### src/rtl/timer_pkg.sv
// Shared definitions for the memory-mapped countdown timer.
//   - FSM state encoding
//   - register offsets (word index addr[3:2])
//   - CTRL field positions and mode codes
package timer_pkg;

   typedef enum logic [1:0] {
      TS_IDLE = 2'd0,
      TS_LOAD = 2'd1,
      TS_CNT  = 2'd2,
      TS_INT  = 2'd3
   } timer_state_e;

   localparam logic [1:0] TOFF_CTRL   = 2'd0;
   localparam logic [1:0] TOFF_PRESET = 2'd1;
   localparam logic [1:0] TOFF_COUNT  = 2'd2;
   localparam logic [1:0] TOFF_RSVD   = 2'd3;

   localparam int unsigned TC_EN      = 0;
   localparam int unsigned TC_MODE_LO = 1;
   localparam int unsigned TC_MODE_HI = 2;
   localparam int unsigned TC_IM      = 3;
   localparam int unsigned TC_WIDTH   = 4;

   localparam logic [1:0] TMODE_ONESHOT = 2'd0;
   localparam logic [1:0] TMODE_RELOAD  = 2'd1;

endpackage

### src/rtl/byte_merge.sv
// Byte-lane write merge (combinational).
//   old_i    : current 32-bit register value
//   wdata_i  : lane-aligned write data
//   byteen_i : per-byte write enables
//   merged_o : old_i with every enabled byte replaced from wdata_i
module byte_merge (
   input  logic [31:0] old_i,
   input  logic [31:0] wdata_i,
   input  logic [3:0]  byteen_i,
   output logic [31:0] merged_o
);

   always_comb begin
      merged_o = old_i;
      for (int i = 0; i < 4; i++) begin
         if (byteen_i[i]) begin
            merged_o[i*8 +: 8] = wdata_i[i*8 +: 8];
         end
      end
   end

endmodule

### src/rtl/mmio_timer.sv
// Memory-mapped countdown timer, responder on the M-stage data port.
//   clk, reset : single clock, synchronous active-high reset
//   addr       : byte address; window is BASE..BASE+'hF
//   wdata      : lane-aligned write data
//   byteen     : byte write enables (0 = no write)
//   rdata      : combinational read data (0 outside the window)
//   irq        : FLAG & IM
// Registers: 0 CTRL {IM, MODE[1:0], EN}, 1 PRESET, 2 COUNT (RO), 3 reserved.
// In auto-reload mode successive irq pulses are PRESET+2 cycles apart
// (LOAD, PRESET cycles of CNT, INT).
module mmio_timer
   import timer_pkg::*;
#(
   parameter logic [31:0] BASE = 32'h0000_7F00
) (
   input  logic        clk,
   input  logic        reset,
   input  logic [31:0] addr,
   input  logic [31:0] wdata,
   input  logic [3:0]  byteen,
   output logic [31:0] rdata,
   output logic        irq
);

   timer_state_e state_q, state_d;
   logic [TC_WIDTH-1:0] ctrl_q, ctrl_d;
   logic [31:0]         preset_q, preset_d;
   logic [31:0]         count_q, count_d;
   logic                flag_q, flag_d;

   logic        hit, wr, wr_ctrl, wr_preset, force_idle;
   logic [1:0]  off;
   logic [31:0] ctrl_merged, preset_merged;
   logic        ctrl_en, ctrl_im;
   logic [1:0]  ctrl_mode;
   logic        unused_bits;

   assign hit       = (addr[31:4] == BASE[31:4]);
   assign off       = addr[3:2];
   assign wr        = hit && (byteen != 4'b0000);
   assign wr_ctrl   = wr && (off == TOFF_CTRL);
   assign wr_preset = wr && (off == TOFF_PRESET);

   assign ctrl_en   = ctrl_q[TC_EN];
   assign ctrl_im   = ctrl_q[TC_IM];
   assign ctrl_mode = ctrl_q[TC_MODE_HI:TC_MODE_LO];

   // A CTRL write that leaves EN low overrides whatever the FSM would do.
   assign force_idle = wr_ctrl && !ctrl_merged[TC_EN];

   assign unused_bits = ^{addr[1:0], ctrl_merged[31:TC_WIDTH]};

   byte_merge u_ctrl_merge (
      .old_i    ({{(32-TC_WIDTH){1'b0}}, ctrl_q}),
      .wdata_i  (wdata),
      .byteen_i (byteen),
      .merged_o (ctrl_merged)
   );

   byte_merge u_preset_merge (
      .old_i    (preset_q),
      .wdata_i  (wdata),
      .byteen_i (byteen),
      .merged_o (preset_merged)
   );

   // State register and datapath flops.
   always_ff @(posedge clk) begin
      if (reset) begin
         state_q  <= TS_IDLE;
         ctrl_q   <= '0;
         preset_q <= '0;
         count_q  <= '0;
         flag_q   <= 1'b0;
      end else begin
         state_q  <= state_d;
         ctrl_q   <= ctrl_d;
         preset_q <= preset_d;
         count_q  <= count_d;
         flag_q   <= flag_d;
      end
   end

   // Next-state logic.
   always_comb begin
      state_d = state_q;
      if (force_idle) begin
         state_d = TS_IDLE;
      end else begin
         unique case (state_q)
            TS_IDLE: if (ctrl_en) state_d = TS_LOAD;
            TS_LOAD: state_d = TS_CNT;
            TS_CNT: begin
               if (!ctrl_en) begin
                  state_d = TS_IDLE;
               end else if (count_q <= 32'd1) begin
                  state_d = TS_INT;
               end
            end
            TS_INT: state_d = (ctrl_mode == TMODE_RELOAD) ? TS_LOAD : TS_IDLE;
         endcase
      end
   end

   // Datapath next values and outputs.
   always_comb begin
      ctrl_d   = ctrl_q;
      preset_d = preset_q;
      count_d  = count_q;
      flag_d   = flag_q;

      // Any CTRL/PRESET write acknowledges a pending one-shot FLAG; a FLAG
      // raised by the FSM on the same edge still wins below.
      if (wr_ctrl || wr_preset) flag_d = 1'b0;

      if (!force_idle) begin
         unique case (state_q)
            TS_IDLE: ;
            TS_LOAD: count_d = preset_q;
            TS_CNT: begin
               if (ctrl_en) begin
                  if (count_q > 32'd1) begin
                     count_d = count_q - 32'd1;
                  end else begin
                     count_d = '0;
                     flag_d  = 1'b1;
                  end
               end
            end
            TS_INT: begin
               if (ctrl_mode == TMODE_RELOAD) flag_d = 1'b0;
               else                           ctrl_d[TC_EN] = 1'b0;
            end
         endcase
      end

      if (wr_preset) preset_d = preset_merged;
      // CPU value wins over the FSM's own EN clear.
      if (wr_ctrl)   ctrl_d   = ctrl_merged[TC_WIDTH-1:0];

      rdata = '0;
      if (hit) begin
         unique case (off)
            TOFF_CTRL:   rdata = {{(32-TC_WIDTH){1'b0}}, ctrl_q};
            TOFF_PRESET: rdata = preset_q;
            TOFF_COUNT:  rdata = count_q;
            TOFF_RSVD:   rdata = '0;
         endcase
      end

      irq = flag_q & ctrl_im;
   end

endmodule

### config.mk
export PLATFORM = sky130hd
export DESIGN_NAME = mmio_timer
export DESIGN_NICKNAME = d
export VERILOG_FILES = /design/src/rtl/timer_pkg.sv /design/src/rtl/byte_merge.sv /design/src/rtl/mmio_timer.sv
export SDC_FILE = /design/constraint.sdc
export NUM_CORES = 1
export LEC_CHECK = 0
export BUFFER_PORTS_ARGS = -buffer_cell sky130_fd_sc_hd__buf_4
export CAP_MARGIN = 20
export CORE_AREA = 2 2 143 89
export DETAILED_ROUTE_END_ITERATION = 12
export DIE_AREA = 0 0 145 91
export HOLD_SLACK_MARGIN = 0.12
export MAX_ROUTING_LAYER = met4
export PLACE_DENSITY = 0.67
export SLEW_MARGIN = 20
export SYNTH_ARGS = -nofsm -noshare
export SYNTH_HDL_FRONTEND = slang
export SYNTH_HIERARCHICAL = 1
export SYNTH_SLANG_ARGS = --single-unit
export TNS_END_PERCENT = 1
### constraint.sdc
create_clock -name clk -period 6.1 [get_ports clk]
set_input_delay 0.305 -clock clk [delete_from_list [all_inputs] [get_ports clk]]
set_output_delay 0.305 -clock clk [all_outputs]
set_load 0.1 [all_outputs]
[Word level (Yosys, flattened, before mapping)]
Index checks and enable logic that the tools add are counted.
Storage, ports and cells
  register bits: 71
  input port bits: 70
  output and inout bits: 33
  logic and storage cells: 68
Operators by class
  add/subtract/negate cells: 1
  $lt $le $gt $ge: 2
  equal/unequal tests: 13
  multiplexer cells: 21
  bitwise operators: 2
  reduce and logical (&&, ||, !) cells: 20
Operators by type and width (number)
  32-bit case mux with 4 select lines: 1
  32-bit two-way mux: 3
  32-bit case mux with 2 select lines: 1
  32-bit by 1-bit greater-than comparator with 1-bit output (second input constant): 1
  32-bit by 1-bit <= comparator with 1-bit output (second input constant): 1
  32-bit by 1-bit subtractor with 32-bit output (second input constant): 1
  28-bit by 11-bit == test with 1-bit output (second input constant): 1
  2-bit AND reduction: 6
  1-bit two-way mux: 11
  2-bit == test (second input constant): 4
  2-bit != test (second input constant): 4
  2-bit case mux with 4 select lines: 1
  2-bit by 1-bit == test with 1-bit output (second input constant): 3
  2-bit two-way mux: 3
  3-bit AND reduction: 2
  1-bit logical AND: 4
  2-bit logical NOT: 2
  2-bit nonzero test: 2
  4-bit nonzero test: 1
  3-bit != test (second input constant): 1
  1-bit case mux with 2 select lines: 1
  2-bit OR reduction: 1
  1-bit bitwise AND: 1
  1-bit logical NOT: 1
  other kinds (2): 2

[Longest topological paths before layout]
Gate-level depths: netlist (run 1).
  depth in word-level cells: 9
  mapped depth: 8
  gate-level depth less buffers: 8

[Hierarchy]
The synthesis (run 1) kept the hierarchy.
Modules (own cells, without submodules)
  mmio_timer: instances 1, cells an instance 536, area each 4216.5 um^2, sequential area each 1421.4 um^2
  byte_merge: instances 2, cells an instance 36, area each 525.5 um^2, sequential area each 0.0 um^2

[Worst setup path after synthesis (run 1)]
No wires, ideal clock.
  kind: input port to output port
  start: input port addr[3]
  end: output port rdata[11]
  arrival: 2.771 ns
  data required time: 5.795 ns
  setup slack: 3.024 ns
  cell stages on the path: 6
  path buffers: 3
  cell sequence: clkbuf_1 nor2b_1 clkbuf_1 clkbuf_1 a22oi_1 nor2_1
On the way
  word-level cells in the longest chain between the ends: 3
  elaborated cells on any way between the ends: 6
  those cells by class: eq/ne: 3; mux: 2; reduce/logical: 1
Ends and longest elaborated chain
  start, declared: line mmio_timer.sv:18  | input logic [31:0] addr,
  2-bit == test, or another cell as far along: line mmio_timer.sv:143  | unique case (off)
  32-bit case mux with 4 select lines *: line mmio_timer.sv:143
  32-bit two-way mux *: line mmio_timer.sv:142  | if (hit) begin
  end, declared: line mmio_timer.sv:21  | output logic [31:0] rdata,
Every way passes the cells marked *; elsewhere a longest branch is shown, timed or not.

[Worst setup path in the final report (run 1)]
  start: register state_q[0]
  end: register count_q[10]
On the way
  word-level cells in the longest chain between the ends: 3
  elaborated cells on any way between the ends: 6
  those cells by class: eq/ne: 3; mux: 1; reduce/logical: 2
Ends and longest elaborated chain
  start, declared: line mmio_timer.sv:25  | timer_state_e state_q, state_d;
  start signal, assigned: line mmio_timer.sv:76  | state_q <= state_d;
  2-bit == test / 2-bit by 1-bit == test with 1-bit output (equally long branches): line mmio_timer.sv:117  | unique case (state_q)
  2-bit != test (no line) / 2-bit nonzero test (equally long branches)
  3-bit AND reduction (no line)
  end signal, assigned: line mmio_timer.sv:79  | count_q <= count_d;
  end, declared: line mmio_timer.sv:28  | logic [31:0] count_q, count_d;
Several ways; a longest one is shown, not always the timed one.
A chain may end at the register's enable or synchronous reset.

==> results of run 1 <==
-- through the flow --
step	setup slack (ps)	cell area (um2)	std cells	hold WS, ps
floorplan	3020	4810	576	462
global placement	2750	5620	803	481
detailed placement	2630	5620	803	490
CTS	2800	5930	819	318
global route	2490	5930	819	331
finish	2660	5930	819	323
-- power breakdown --
| group | internal, mW | total [mW] | switching, mW |
|---|---|---|---|
| Sequential | 0.475 | 0.491 | 0.0159 |
| Clock | 0.349 | 0.553 | 0.204 |
| Combinational | 0.156 | 0.409 | 0.253 |
-- flip-flops by register name, summed over array words and instances (netlist names) --
signal / count
preset_q: 32
flag_q: 1
ctrl_q: 4
state_q: 2
count_q: 32
-- cells in the final DEF (no fill, tap or decap), types with 5 or more instances in the layout --
cell and instances:
a22oi_1 35, nand3b_1 5, inv_1 17, o32ai_1 12
nor4_1 9, mux2i_1 40, buf_4 107, nor3_1 21
ha_1 6, nor2_1 99, mux2_4 36, dfxtp_1 71
nand3_1 7, nor2b_1 8, nand2_1 17, a21oi_1 39
o21ai_0 31, clkbuf_16 9
-- worst max-delay path, delay by kind of cell, from the launching register on --
kind                       cells  cell delay [ps]
buffers and inverters          1              100
adders and majority gates      1              540
AOI/OAI and AO/OA              3             1550
and+or+nand+nor                2              760
DFF                            1              390
-- area by class of cell --
class | instances | area share, %
clock inverters | 3 | 0.675
repair buffers | 107 | 13.5
flip-flops and latches | 71 | 24.0
clock buffers | 13 | 4.56
well taps | 165 | 3.48
multi-input cells | 442 | 52.7
inverters | 18 | 1.14
-- worst min-delay path by stage --
stage | end | slack, ps
after floorplan | count_q[30] | 460
after global placement | count_q[20] | 480
after detailed placement | count_q[30] | 490
after CTS | preset_q[30] | 320
after global routing | preset_q[31] | 330
final | preset_q[4] | 320
-- per-layer routing --
metal	global-route usage, %	part of all wire [%]	routed length, um	up-vias
li1	-	-	-	2269
met1	33.0	50	7440	2253
met2	33.3	42	6280	194
met3	5.23	6.5	970	22
met4	6.77	1.2	176	0
met5	-	0	0	-
==> run summary, run 1 <==
CTS tree - built
cell count of the worst reg-to-reg path - 7
CP max FO - 27
Gate Count Post-Synth - 576
H-tree depth - 3
CP endpoint - count_q[10]
Die X-Extent - 145 um
Hold Path Cell Cnt - 4
Final period util - 56.4%
status - finished, final reports clean
Worst EP arrival - 3700 ps
port bufs - 100
f_max - 291 MHz
CTS Buf Count - 9
Synth Cell Area - 0.00481 mm2
RR Endpoint - count_q[10]
CP max stage cell - o311a_1
first drt pass iteration count - 5
root buffer cell - clkbuf_16
Worst Hold Launch - wdata[4]
antenna violations before repair - 0
Most Frequent Cell on Critical Path - nand2b_1
remaining antenna violation count after routing - 0
Final min period - 3440 ps
Final GP Congestion - 0.878
number of I/O pins - 103
sequential cell area - 0.00142 mm2
vias in the first global route - 4645
Wirelength per Cell - 18.2 um
multi-input logic area - 0.00312 mm2
largest net degree at the start of global routing - 71
WL final - 14900 um
Antenna Cells - 0
std cell rows - 31
cts repair resizes - 0
vias - 4738
Critical Path RT - 6360 ps
CP Class - reg -> reg
CP Launch Point - state_q[0]
nets - 725
Slew @ Worst Pin - 1090 ps
Final Max Slew Viols - 0
# setup viols final - 0
slowest stage delay, CP - 860 ps
RR Startpoint - state_q[0]
clk buf depth - 2
setup slack, reg-to-reg - 2660 ps
post-synth net total - 652
remaining routing DRC violations - 0
Starting Density - 40.7%
hold buffer count at CTS - 0
Clk Latency, worst-skew pair - 340 ps
via/cell ratio - 5.79
worst vdd ir - 0.161 mV
chip height - 91 um
RSZ-0062 raised after global routing - false
Power Density - 245 mW/mm2
fill cell count - 1145
Initial DRC Count - 381
Hold Path Class - in -> reg
layout cell share with drive strength beyond 1 - 26.6%
CP Cell Sequence - inv_1 -> ha_1 -> nand2b_1 -> o311a_1 -> nand2b_1 -> a21o_1 -> o21ai_0
final design utilization - 50.2%
Final Skew - 4.44 ps
core box area - 0.0118 mm2
global-route wire length before repair - 24300 um
relative slew slack - 26.3%
setup total negative slack - 0 ps
Total GRT Usage - 23.4%
Post-CTS Setup Bufs - 0
die area - 0.0132 mm2
Fin. Hold Viols - 0
Avg Inst Size Synth - 8.35 um2
clock transition at the registers of the reported paths - 60 ps
Critical Path Start Type - flip-flop
Leak Pwr - 2.29 nW
Worst setup EP type - flip-flop
area delta synth->final - 23.4%
clk sink count - 71
DP HPWL - 10300 um
yosys warns - 6
total power - 1.45 mW
GR Overflow Total - 0
# Max-Cap Violations - 0
Note: power is estimated with default switching activity, not from simulation.
==> run 2, diff against run 1 <==
ABC_AREA = 1   (was default)
CORE_AREA = 2 2 148 92   (was 2 2 143 89)
DIE_AREA = 0 0 150 94   (was 0 0 145 91)
PLACE_DENSITY = 0.66   (was 0.67)
clock period = 3.4 ns   (was 6.1 ns; I/O delays follow)
==> run summary, run 2 <==
Critical Path RT - 3680 ps (was 6360 ps)
H-tree depth - 3 (unchanged)
worst vdd ir - 0.440 mV (was 0.161 mV)
WHS - 159 ps (was 323 ps)
Post-Layout Cell Count - 1195 (was 819)
global-route wire length before repair - 27200 um (was 24300 um)
commonest non-fill, non-tap cell in the layout - nand2_1 (was buf_4)
final design utilization - 51.0% (was 50.2%)
Clk Latency, worst-skew pair - 340 ps (about the same)
RSZ-0062 raised after global routing - false (unchanged)
root buffer cell - clkbuf_16 (unchanged)
Antenna Cells - 0 (unchanged)
via/cell ratio - 4.98 (was 5.79)
# Max-Cap Violations - 0 (unchanged)
total power - 4.90 mW (was 1.45 mW)
layout cell share with drive strength beyond 1 - 14.9% (was 26.6%)
std cell rows - 32 (was 31)
Wirelength per Cell - 14.0 um (was 18.2 um)
nets - 1096 (was 725)
Final Max Slew Viols - 0 (unchanged)
Gate Count Post-Synth - 945 (was 576)
cts repair resizes - 0 (unchanged)
Final GP Congestion - 0.967 (was 0.878)
CTS tree - built (unchanged)
Final period util - 68.9% (was 56.4%)
Total GRT Usage - 25.3% (was 23.4%)
remaining routing DRC violations - 0 (unchanged)
Post-CTS Setup Bufs - 0 (unchanged)
DP HPWL - 12100 um (was 10300 um)
Starting Density - 42.0% (was 40.7%)
final instance area - 0.00645 mm2 (was 0.00593 mm2)
Placed Area - 0.00608 mm2 (was 0.00562 mm2)
Avg Inst Size Synth - 5.62 um2 (was 8.35 um2)
Fin. Hold Viols - 0 (unchanged)
Critical Path Start Type - flip-flop (unchanged)
Top Registers - count_q (32), preset_q (32), ctrl_q (4) (unchanged)
Power Density - 761 mW/mm2 (was 245 mW/mm2)
Worst setup EP type - flip-flop (unchanged)
cell count of the worst reg-to-reg path - 7 (unchanged)
largest net degree at the start of global routing - 70 (was 71)
post-synth net total - 1021 (was 652)
WL final - 16700 um (was 14900 um)
antenna violations before repair - 0 (unchanged)
GR Overflow Total - 0 (unchanged)
# setup viols final - 0 (unchanged)
clk buf depth - 2 (unchanged)
number of I/O pins - 103 (unchanged)
core box area - 0.0127 mm2 (was 0.0118 mm2)
chip height - 94 um (was 91 um)
die area - 0.0141 mm2 (was 0.0132 mm2)
area delta synth->final - 21.5% (was 23.4%)
Leak Pwr - 3.17 nW (was 2.29 nW)
most frequent cells in the layout - 349 x nand2_1, 193 x nor2_1, 107 x buf_4 (was 107 x buf_4, 99 x nor2_1, 71 x dfxtp_1)
remaining antenna violation count after routing - 0 (unchanged)
clock transition at the registers of the reported paths - 60 ps (about the same)
vias - 5947 (was 4738)
Hold Path Cell Cnt - 5 (was 4)
Hold Path Class - in -> reg (unchanged)
CTS Buf Count - 9 (unchanged)
CP max FO - 52 (was 27)
status - finished, final reports clean (unchanged)
setup total negative slack - 0 ps (unchanged)
Initial DRC Count - 439 (was 381)
hold buffer count at CTS - 0 (unchanged)
vias in the first global route - 5244 (was 4645)
relative slew slack - 47.9% (was 26.3%)
first drt pass iteration count - 5 (unchanged)
DP Cell Count - 1179 (was 803)
pre-CTS setup slack - 1130 ps (was 2630 ps)
Final Skew - 7.24 ps (was 4.44 ps)
Final min period - 2340 ps (was 3440 ps)
f_max - 427 MHz (was 291 MHz)
port bufs - 100 (unchanged)
clk sink count - 71 (unchanged)
Worst EP arrival - 2620 ps (was 3700 ps)
Synth Cell Area - 0.00531 mm2 (was 0.00481 mm2)
final worst setup slack - 1060 ps (was 2660 ps)
Slew @ Worst Pin - 780 ps (was 1090 ps)
yosys warns - 6 (unchanged)
Die X-Extent - 150 um (was 145 um)
CP Class - reg -> reg (unchanged)
## run 2: per-layer routing
layer | GRT usage (%) | wire length, um
met5 | - | 0
met4 | 4.01 | 125
met3 | 4.66 | 1500
met2 | 33.9 | 6360
met1 | 39.1 | 8690
## run 2: worst max-delay path: stages (launching register included)
cell and delay (ps):
dfxtp_1 360, inv_1 100, ha_1 350, a21boi_2 610, nand2_4 480, nand2_1 180
nand2_1 80, nor2_1 110
## run 2: report_power, final
group	internal, mW	switching (mW)
combinational	0.845	1.71
sequential	0.968	0.188
clock	0.813	0.376
total	2.63	2.28
## run 2: worst paths after layout
check / endpoint / slack, ps / start
worst max register to register: count_q[25] / 1060 / state_q[0]
worst min register to register: state_q[1] / 510 / state_q[1]
worst min-delay path: preset_q[8] / 160 / wdata[8]
worst max-delay path: count_q[25] / 1060 / state_q[0]
## run 2: area by class of cell
class                   instances  area, um2
clock inverters                 5        129
multi-input cells             757       3340
fillers                      1373       6200
repair buffers                108        831
flip-flops and latches         71       1420
inverters                      73        274
well taps                     170        213
clock buffers                  11        243
==> run 3, diff against run 2 <==
clock period = 2.3 ns   (was 3.4 ns; I/O delays follow)
==> run summary, run 3 (same netlist as run 2, synthesis figures left out) <==
clk buf depth - 2 (unchanged)
area delta synth->final - 25.3% (was 21.5%)
Total GRT Usage - 26.4% (was 25.3%)
part of the power in registers - 24.4% (was 23.6%)
Hold Path Class - in -> reg (unchanged)
Leak Pwr - 3.24 nW (was 3.17 nW)
vias in the first global route - 5534 (was 5244)
remaining routing DRC violations - 0 (unchanged)
Top Family by Delay on Critical Path - simple AND/OR/NAND/NOR gates (unchanged)
RSZ-0062 raised after global routing - false (unchanged)
WP buf/inv - 3 (was 1)
clock share of power - 20.2% (was 24.2%)
WL final - 17000 um (was 16700 um)
internal cell power - 3.60 mW (was 2.63 mW)
Antenna Cells - 0 (unchanged)
number of I/O pins - 103 (unchanged)
CP max FO - 8 (was 52)
via/cell ratio - 4.91 (was 4.98)
fill cell count - 1364 (was 1373)
multi-input logic area - 0.00334 mm2 (about the same)
GR Overflow Total - 0 (unchanged)
H-tree depth - 3 (unchanged)
most frequent cells in the layout - 349 x nand2_1, 193 x nor2_1, 113 x buf_4 (was 349 x nand2_1, 193 x nor2_1, 107 x buf_4)
port bufs - 100 (unchanged)
global-route wire length before repair - 28600 um (was 27200 um)
Starting Density - 42.0% (unchanged)
CP Class - reg -> reg (unchanged)
std cell rows - 32 (unchanged)
Worst EP arrival - 2170 ps (was 2620 ps)
Placed Area - 0.00614 mm2 (was 0.00608 mm2)
Clk Latency, worst-skew pair - 340 ps (about the same)
clk sink count - 71 (unchanged)
chip height - 94 um (unchanged)
Power Density - 1050 mW/mm2 (was 761 mW/mm2)
CTS Buf Count - 9 (unchanged)
largest net degree at the start of global routing - 43 (was 70)
DP Cell Count - 1186 (was 1179)
cts repair resizes - 0 (unchanged)
Final period util - 82.5% (was 68.9%)
# setup viols final - 0 (unchanged)
Slew @ Worst Pin - 607 ps (was 780 ps)
final instance area - 0.00665 mm2 (was 0.00645 mm2)
nets - 1124 (was 1096)
first drt pass iteration count - 5 (unchanged)
Worst setup EP type - flip-flop (unchanged)
Gate power share - 55.4% (was 52.2%)
CP Cell Sequence - inv_1 -> ha_1 -> inv_1 -> nand2_1 -> nand2_1 -> inv_1 -> nand3_1 -> nor2_1 -> nor2_2 -> nand2_1 -> nor2_1 -> nor2_1 -> nor2_1 (was inv_1 -> ha_1 -> a21boi_2 -> nand2_4 -> nand2_1 -> nand2_1 -> nor2_1)
Final Max Slew Viols - 0 (unchanged)
antenna violations before repair - 0 (unchanged)
relative slew slack - 59.5% (was 47.9%)
die area - 0.0141 mm2 (unchanged)
Final min period - 1900 ps (was 2340 ps)
pre-CTS setup slack - 435 ps (was 1130 ps)
Final GP Congestion - 0.916 (was 0.967)
switching share of total power - 48.7% (was 46.5%)
Wirelength per Cell - 13.9 um (was 14.0 um)
DP HPWL - 12100 um (about the same)
sequential cell area - 0.00142 mm2 (unchanged)
Initial DRC Count - 593 (was 439)
final worst setup slack - 402 ps (was 1060 ps)
Final Skew - 7.38 ps (was 7.24 ps)
Critical Path Start Type - flip-flop (unchanged)
worst vdd ir - 0.587 mV (was 0.440 mV)
remaining antenna violation count after routing - 0 (unchanged)
status - finished, final reports clean (unchanged)
Post-Layout Cell Count - 1223 (was 1195)
root buffer cell - clkbuf_16 (unchanged)
# Max-Cap Violations - 0 (unchanged)
slowest stage delay, CP - 390 ps (was 610 ps)
clock transition at the registers of the reported paths - 60 ps (about the same)
Critical Path RT - 2570 ps (was 3680 ps)
Most Frequent Cell on Critical Path - nor2_1 (was nand2_1)
CP max stage cell - dfxtp_1 (was a21boi_2)
core box area - 0.0127 mm2 (unchanged)
commonest non-fill, non-tap cell in the layout - nand2_1 (unchanged)
f_max - 527 MHz (was 427 MHz)
Top Registers - count_q (32), preset_q (32), ctrl_q (4) (unchanged)
Die X-Extent - 150 um (unchanged)
Fin. Hold Viols - 0 (unchanged)
layout cell share with drive strength beyond 1 - 15.3% (was 14.9%)
CTS tree - built (unchanged)
vias - 6002 (was 5947)
Net Switching - 3.41 mW (was 2.28 mW)
## run 3: cell count changes in the layout (fill, tap and decap cells not counted), sizes merged
cell	change
clkbuf	-1
dlygate4sd3	+21
bufinv	-3
buf	+7
inv	+1
clkinvlp	+3
## run 3: power by group through the flow
stage                     Combinational [mW]  Sequential (mW)  Clock, mW
after global routing                    4.42             1.75       1.48
after CTS                               3.82             1.71       1.43
after floorplan                         2.96             1.64          0
after global placement                  3.74             1.73          0
after detailed placement                3.75             1.73          0
final                                   3.88             1.71       1.42
## run 3: metal layers
metal / global-route usage, % / part of all wire [%] / vias to the layer above
met3: 4.81 / 7.5 / 8
met4: 3.62 / 0.52 / 0
met1: 40.8 / 54 / 2653
li1: - / - / 3143
met2: 35.8 / 38 / 198
met5: - / 0 / -
## run 3: path summary, 6_finish.rpt
kind | from | end | slack (ps) | cells past startpoint
worst max-delay path | count_q[0] | count_q[26] | 400 | 13
worst min-delay path | wdata[26] | preset_q[26] | 130 | 5
worst max register to register | count_q[0] | count_q[26] | 400 | 13
worst min register to register | state_q[1] | state_q[1] | 510 | 2
## run 3: repair_timing
action                                 in CTS  in global routing
hold buffers                               21                  0
endpoints found under the hold margin      22                  0
setup buffers                               0                  0
## run 3: layout make-up
class / instances / share of cell area (%)
tap: 170 / 3.20
sequential: 71 / 21.4
timing repair buffer: 136 / 16.5
clock buffer: 10 / 3.44
multi-input combinational: 757 / 50.3
clock inverter: 6 / 1.05
inverter: 73 / 4.12
## run 3: worst reg2reg max path: cells and delay by family, from the launching register on
kind	cells	cell delay, ps
AND/OR/NAND/NOR	9	980
flip-flops	1	390
adder cells (fa/ha/maj)	1	250
buffers and inverters	3	210
## run 3: through the flow
step / power [mW] / setup TNS (ps) / hold WS (ps) / util, %
3_5_place_dp: 5.49 / 0 / 444 / 48.5
6_report: 7.01 / 0 / 130 / 52.6
3_3_place_gp: 5.47 / 0 / 449 / 48.5
2_1_floorplan: 4.61 / -4390 / 346 / -
5_1_grt: 7.65 / 0 / 143 / 52.6
4_1_cts: 6.96 / 0 / 121 / 52.6
